--- src/rtl/diferenca_sad.sv ---
// Clocked |A-B| / sign unit with valid/ready input and a SAD accumulator over COUNT pairs.
// Build option: define SAD_SATURATE_EN to clamp sad at all-ones on overflow instead of wrapping.
module diferenca_sad #(
  parameter int unsigned WIDTH = 4,
  parameter int unsigned COUNT = 8,
  parameter int unsigned ACC_W = 8
) (
  input  logic             clk,
  input  logic             rst,
  input  logic             start,
  input  logic             in_valid,
  output logic             in_ready,
  input  logic [WIDTH-1:0] A,
  input  logic [WIDTH-1:0] B,
  output logic [WIDTH-1:0] S,
  output logic             sinal,
  output logic             diff_valid,
  output logic [ACC_W-1:0] sad,
  output logic             sad_valid,
  output logic             ovf,
  output logic             busy
);

  typedef enum logic [1:0] {IDLE, RUN, DRAIN, DONE} state_t;

  localparam logic [7:0] LAST = 8'(COUNT - 1);

  state_t           state, state_nxt;
  logic [7:0]       cnt;
  logic             xfer;
  logic             run_start;
  logic             a_lt_b;
  logic [WIDTH-1:0] abs_ab;
  logic [ACC_W:0]   sum;

  always_comb begin
    state_nxt = state;
    in_ready  = 1'b0;
    busy      = 1'b1;
    run_start = 1'b0;
    case (state)
      IDLE: begin
        busy = 1'b0;
        if (start) begin
          state_nxt = RUN;
          run_start = 1'b1;
        end
      end
      RUN: begin
        in_ready = 1'b1;
        if (in_valid && cnt == LAST) state_nxt = DRAIN;
      end
      DRAIN:   state_nxt = DONE;
      DONE:    state_nxt = IDLE;
      default: state_nxt = IDLE;
    endcase
  end

  assign xfer = in_valid & in_ready;

  // Subtracting the smaller from the larger operand keeps the result exact in WIDTH bits.
  always_comb begin
    a_lt_b = (A < B);
    abs_ab = a_lt_b ? (B - A) : (A - B);
    sum    = {1'b0, sad} + (ACC_W + 1)'(S);
  end

  always_ff @(posedge clk) begin
    if (rst) begin
      state      <= IDLE;
      cnt        <= '0;
      S          <= '0;
      sinal      <= 1'b0;
      diff_valid <= 1'b0;
      sad        <= '0;
      sad_valid  <= 1'b0;
      ovf        <= 1'b0;
    end else begin
      state      <= state_nxt;
      diff_valid <= xfer;
      sad_valid  <= (state == DONE);
      if (xfer) begin
        S     <= abs_ab;
        sinal <= a_lt_b;
        cnt   <= cnt + 8'd1;
      end
      if (run_start) begin
        cnt <= '0;
        sad <= '0;
        ovf <= 1'b0;
      end else if (diff_valid) begin
        ovf <= ovf | sum[ACC_W];
`ifdef SAD_SATURATE_EN
        sad <= (ovf || sum[ACC_W]) ? '1 : sum[ACC_W-1:0];
`else
        sad <= sum[ACC_W-1:0];
`endif
      end
    end
  end

endmodule
--- config.mk ---
export PLATFORM = sky130hd
export DESIGN_NAME = diferenca_sad
export DESIGN_NICKNAME = d
export VERILOG_FILES = /design/src/rtl/diferenca_sad.sv
export SDC_FILE = /design/constraint.sdc
export NUM_CORES = 1
export LEC_CHECK = 0
export CORE_UTILIZATION = 29
export CTS_BUF_LIST = sky130_fd_sc_hd__clkbuf_4
export CTS_CLUSTER_SIZE = 14
export DETAILED_ROUTE_END_ITERATION = 8
export DONT_BUFFER_PORTS = 1
export PLACE_DENSITY = 0.54
export RECOVER_POWER = 100
export SLEW_MARGIN = 0
export SYNTH_ARGS = -nofsm -noshare
export SYNTH_HDL_FRONTEND = slang
export SYNTH_SLANG_ARGS = --single-unit
--- constraint.sdc ---
create_clock -name clk -period 2.1 [get_ports clk]
set_input_delay 0.21 -clock clk [delete_from_list [all_inputs] [get_ports clk]]
set_output_delay 0.21 -clock clk [all_outputs]
set_load 0.05 [all_outputs]
==> flow_metrics.py, run 1 <==
metrics = {
    "worst_setup_path": {
        "reg2reg_from": "S[0]",
        "startpoint_type": "flop",
        "criticalPathCategory": "flop to output pin",
        "rr_endpoint": "ovf",
        "r2r_cells": 8,
        "critPathArrivalTime_ns": 1.61,
        "cp_max_fo": 4,
        "cp.required_ns": 1.89,
        "r2r_slack_ns": 0.34,
        "cp-end-kind": "output pin",
    },
    "floorplanning": {
        "core_um2": 5070,
        "die_area_um2": 5540,
        "row_count": 26,
        "chipHeight_um": 74.5,
        "die_x_um": 74.5,
        "start_util": 0.300,
        "io_pins": 30,
    },
    "clocking": {
        "cts_buffers": 3,
        "cts.repair.resized": 0,
        "clk_pin_slew_ns": 0.15,
        "clock_sinks": 26,
        "cts_root_buffer": "clkbuf_4",
        "cts_tree": "done",
        "clockBufferDepth": 2,
        "clkLatencyLatePin_ns": 0.33,
        "htreeDepth": 1,
    },
    "grt": {
        "grt_first_pass_wirelength_um": 5100,
        "overflow": 0,
        "use_met1": 0.153,
        "use_met3": 0.0420,
        "busiest_layer": "met2",
        "grt_max_degree": 16,
        "track_usage": 0.120,
        "grt_antenna_before_repair": 0,
        "grt_pass1_vias": 1115,
        "met2_usage": 0.195,
    },
    "sta": {
        "setup_tns_ns": 0,
        "hold_violations": 0,
        "rsz0062_at_grt": "no",
        "relSlewSlack": 0.397,
        "whs_ns": 0.0800,
        "skew_ns": 0.0139,
        "fin_crit_sh": 0.868,
        "maxSlewViolCount": 0,
        "setup-violations-final": 0,
        "fin_crit_ns": 1.82,
        "fmax_mhz": 549,
        "worstMarginPinSlew_ns": 0.905,
    },
    "power": {
        "p_total_uw": 1410,
        "power.density_nw_per_um2": 853,
        "irDropWorstVdd_uv": 647,
        "leakagePower_uw": 0.000668,
    },
    "detailed_routing": {
        "drc": 0,
        "ant_nets": 0,
        "wl_per_cell_um": 11.6,
        "drtIter0Drc": 31,
        "drt-vias-per-instance": 4.47,
        "via_count": 1152,
        "wl_um": 3010,
        "dr.pass1.iters": 4,
    },
    "layout": {
        "fillerInstances": 573,
        "final_util": 0.327,
        "diodes": 0,
        "drive_above_1_share": 0.0319,
        "multi_input_area_um2": 887,
        "stdcell_area_um2": 1660,
        "regArea_um2": 520,
        "finalNetCount": 221,
        "area_delta_synth_final_pct": 8.96,
    },
    "worst_hold_path": {
        "min_path_type": "input pin to flop",
        "hold_end": "S[2]",
        "hold_path.startpoint": "rst",
        "whs_path_depth": 3,
    },
    "synth": {
        "syn-cell-area_um2": 1520,
        "synth_seq_cells": 26,
        "synth_async_sr_flop_share": 0,
        "synth_cell_types": 34,
        "yosys.area.top_type_share": 0.342,
        "ys_seq_area_frac": 0.342,
        "syn_nets": 205,
        "synth-edff-count": 0,
        "synth_area_per_cell_um2": 8.80,
        "synthFlopType": "dfxtp_1",
        "syn_inst": 173,
        "synthTopCellsByArea": "dfxtp_1, ha_1, mux2i_1, nor2_1, inv_1",
        "synth_top_cells_by_count": "dfxtp_1, nor2_1, inv_1",
        "yosysMostFrequentCell": "dfxtp_1",
        "synth_top_area_cell": "dfxtp_1",
        "yosysWarnings": 0,
    },
    "place": {
        "port_buffers": 0,
        "gp_congestion": 0.778,
        "dpl.hpwl_um": 2310,
        "placed_cell_area_um2": 1690,
    },
    "job": {
        "drv_cap": 0,
    },
    "status": {
        "status": "completed",
    },
}
## area by class of cell
type                            instances  share of cell area
Tap cell                               70              0.0528
Clock buffer                            3              0.0136
Inverter                               18              0.0407
Clock inverter                          1             0.00226
Sequential cell                        26               0.314
Multi-Input combinational cell        125               0.535
Timing Repair Buffer                   15              0.0422
## logic make-up (layout without fill, tap and decap cells)
group | after synthesis | count (layout) | share of synthesized area
and+or+nand+nor | 59 | 59 | 0.190
DFF | 26 | 26 | 0.342
buffers and inverters | 22 | 37 | 0.0583
adders and majority gates | 20 | 20 | 0.179
xor gates and xnor gates | 11 | 11 | 0.0633
AOI/OAI and AO/OA | 27 | 27 | 0.115
muxes | 8 | 8 | 0.0526
## power breakdown
part | leakage, uW | switching (uW) | total (uW) | internal, uW
Clock | 0.0000154 | 155 | 225 | 69.7
Sequential | 0.000210 | 60.8 | 606 | 545
Combinational | 0.000442 | 414 | 584 | 170
## per-layer routing
layer  vias up  wire length [um]  part of all wire
met1       521              1410              0.47
met4         0                19            0.0063
met2        19              1390              0.46
met3         2               185             0.062
met5         -                 0                 0
li1        610                 -                 -
## state kept, by name, indices dropped and copies added (netlist names)
signal	count
cnt	8
sinal	1
S	4
state	2
ovf	1
diff_valid	1
sad_valid	1
sad	8
## stage by stage
stage	setup WS, ns	std cells
2_1_floorplan	0.0576	173
3_3_place_gp	0.202	253
3_5_place_dp	0.182	253
4_1_cts	0.312	258
5_1_grt	0.163	258
6_report	0.278	258
## what timing repair did
item	in CTS	in global routing
hold buffers	1	0
hold endpoints to repair	7	0
setup endpoints to repair	0	0
setup buffers	0	0
## how the worst max path moves through the flow
| stage | from | endpoint | slack, ns | cells past startpoint |
|---|---|---|---|---|
| 2_1_floorplan | sad[0] | sad[6] | 0.06 | 8 |
| 3_3_place_gp | A[0] | S[3] | 0.20 | 8 |
| 3_5_place_dp | A[0] | S[3] | 0.18 | 8 |
| 4_1_cts | S[0] | sad[6] | 0.31 | 8 |
| 5_1_grt | state[0] | busy | 0.16 | 4 |
| 6_report | state[0] | busy | 0.28 | 4 |
## critical path: stages (launching register included)
cell and delay, ns:
dfxtp_1 0.40, inv_1 0.11, ha_1 0.24, inv_1 0.08
clkbuf_1 0.46
## layout by cell type (no fill, tap or decap)
cell type       n
xnor2_1         5
clkinv_1        1
nand4_1         3
o2bb2ai_1       1
nor2_1         21
fa_1            3
o21bai_1        1
and2_0          1
and3_1          2
dfxtp_1        26
buf_4           2
a211oi_1        3
ha_1           17
a21oi_1        11
or3_1           2
o21ai_0         4
nor2b_1         2
a2111oi_0       1
xor2_1          6
clkbuf_1       12
o21a_1          2
clkbuf_4        3
nand3_1         8
nand2_1        13
nor3_1          3
o211ai_1        1
a32oi_1         1
dlygate4sd3_1   1
nand2b_2        1
inv_1          18
nand2b_1        2
nand3b_1        1
mux2i_1         8
o21ai_1         2
(Power assumes the default switching activity.)
==> inputs of run 2 (changes only) <==
Settings changed: BUFFER_PORTS_ARGS set to -buffer_cell sky130_fd_sc_hd__buf_2, DONT_BUFFER_PORTS 1 to not set, MAX_ROUTING_LAYER set to met4, PLACE_DENSITY 0.54 to not set.
==> flow_metrics.py, run 2 (synthesis gave the netlist of run 1 again) <==
metrics = {
    "detailed_routing": {
        "wl_per_cell_um": 10.8,
        "wl_um": 2930,
        "dr.pass1.iters": 4,
        "via_count": 1220,
        "drtIter0Drc": 64,
        "ant_nets": 0,
        "drc": 0,
        "drt-vias-per-instance": 4.49,
    },
    "layout": {
        "final_cell_mix": "dfxtp_1, nor2_1, clkbuf_1",
        "fillerInstances": 584,
        "area_delta_synth_final_pct": 12.4,
        "finalNetCount": 236,
        "reg_top3": "cnt (8), sad (8), S (4)",
        "drive_above_1_share": 0.0743,
        "layout_commonest_cell": "dfxtp_1",
        "diodes": 0,
    },
    "clocking": {
        "cts.repair.resized": 0,
        "cts_tree": "done",
        "clockBufferDepth": 2,
        "clock_sinks": 26,
        "ctsHoldBuffers": 0,
        "clkLatencyLatePin_ns": 0.32,
        "htreeDepth": 1,
        "postCtsSetupRepairBufs": 0,
        "cts_buffers": 3,
        "clk_pin_slew_ns": 0.14,
        "cts_root_buffer": "clkbuf_4",
    },
    "worst_setup_path": {
        "cp.required_ns": 2.37,
        "cp-end-kind": "flop",
        "cp_max_fo": 4,
        "criticalPathCategory": "input pin to flop",
        "critPathArrivalTime_ns": 2.20,
        "startpoint_type": "input pin",
    },
    "power": {
        "leakagePower_uw": 0.000703,
        "power.density_nw_per_um2": 824,
        "irDropWorstVdd_uv": 499,
        "p_total_uw": 1410,
    },
    "floorplanning": {
        "io_pins": 30,
        "start_util": 0.300,
        "core_um2": 5070,
        "chipHeight_um": 74.5,
        "die_area_um2": 5540,
        "row_count": 26,
        "die_x_um": 74.5,
    },
    "grt": {
        "grt_max_degree": 16,
        "grt_antenna_before_repair": 0,
        "track_usage": 0.119,
        "grt_first_pass_wirelength_um": 4870,
        "overflow": 0,
        "grt_pass1_vias": 1102,
    },
    "sta": {
        "skew_ns": 0.00521,
        "setup_tns_ns": 0,
        "fin_crit_sh": 0.919,
        "maxSlewViolCount": 0,
        "fmax_mhz": 518,
        "relSlewSlack": 0.596,
        "rsz0062_at_grt": "no",
        "fin_crit_ns": 1.93,
        "worstMarginPinSlew_ns": 0.609,
        "hold_violations": 0,
        "setup-violations-final": 0,
    },
    "worst_hold_path": {
        "min_path_type": "input pin to flop",
    },
    "place": {
        "gp_congestion": 0.777,
        "port_buffers": 29,
        "dpl.hpwl_um": 2290,
    },
    "job": {
        "drv_cap": 0,
    },
    "status": {
        "status": "completed",
    },
}
==> run 2: changes by cell type in the layout (fill, tap and decap cells not counted) <==
cell and delta:
buf_2 +11, clkbuf_1 +7, buf_4 -2, clkinv_1 -1, dlygate4sd3_1 -1
==> run 2: cell type report <==
class                   count  area, um2  share of cell area
clock buffers               3       22.5              0.0132
inverters                  18       67.6              0.0395
multi-input cells         125        887               0.518
flip-flops and latches     26        520               0.304
well taps                  70       87.6              0.0512
repair buffers             30        126              0.0738
==> run 2: path summary, 6_finish.rpt <==
path	end	slack (ns)	depth (start not counted)	startpoint
worst min-delay path	S[0]	0.18	2	rst
worst max register to register	ovf	0.28	8	S[0]
worst max-delay path	S[3]	0.17	9	A[0]
worst min register to register	ovf	0.49	2	ovf
==> run 2: power by group <==
part,total [uW],switching (uW),leakage [uW],internal (uW)
sequential,600,55.0,0.000210,545
clock,216,149,0.0000138,67.2
combinational,594,426,0.000479,169
total,1410,630,0.000703,781
==> run 2: per-stage QoR <==
step	utilization	setup slack, ns	cell area (um2)	hold slack [ns]	cells
finish	0.337	0.170	1710	0.182	272
global route	0.337	0.0940	1710	0.185	272
CTS	0.348	0.275	1760	0.170	272
detailed placement	0.343	0.0621	1740	0.453	269
global placement	0.343	0.0920	1740	0.440	269
floorplan	-	0.0576	1520	0.410	173
==> run 2: worst max-delay path: stages <==
cell	delay (ns)
buf_2	0.09
inv_1	0.04
ha_1	0.21
fa_1	0.38
nand2b_2	0.20
a21oi_1	0.36
mux2i_1	0.17
a2111oi_0	0.39
nand3b_1	0.15
==> run 2: layer usage <==
metal,routed length [um],part of all wire,vias up,track usage
met3,117,0.040,2,0.0217
met4,19,0.0065,0,0.0440
met5,0,0,-,-
li1,-,-,641,-
met2,1330,0.45,16,0.186
met1,1470,0.50,561,0.151
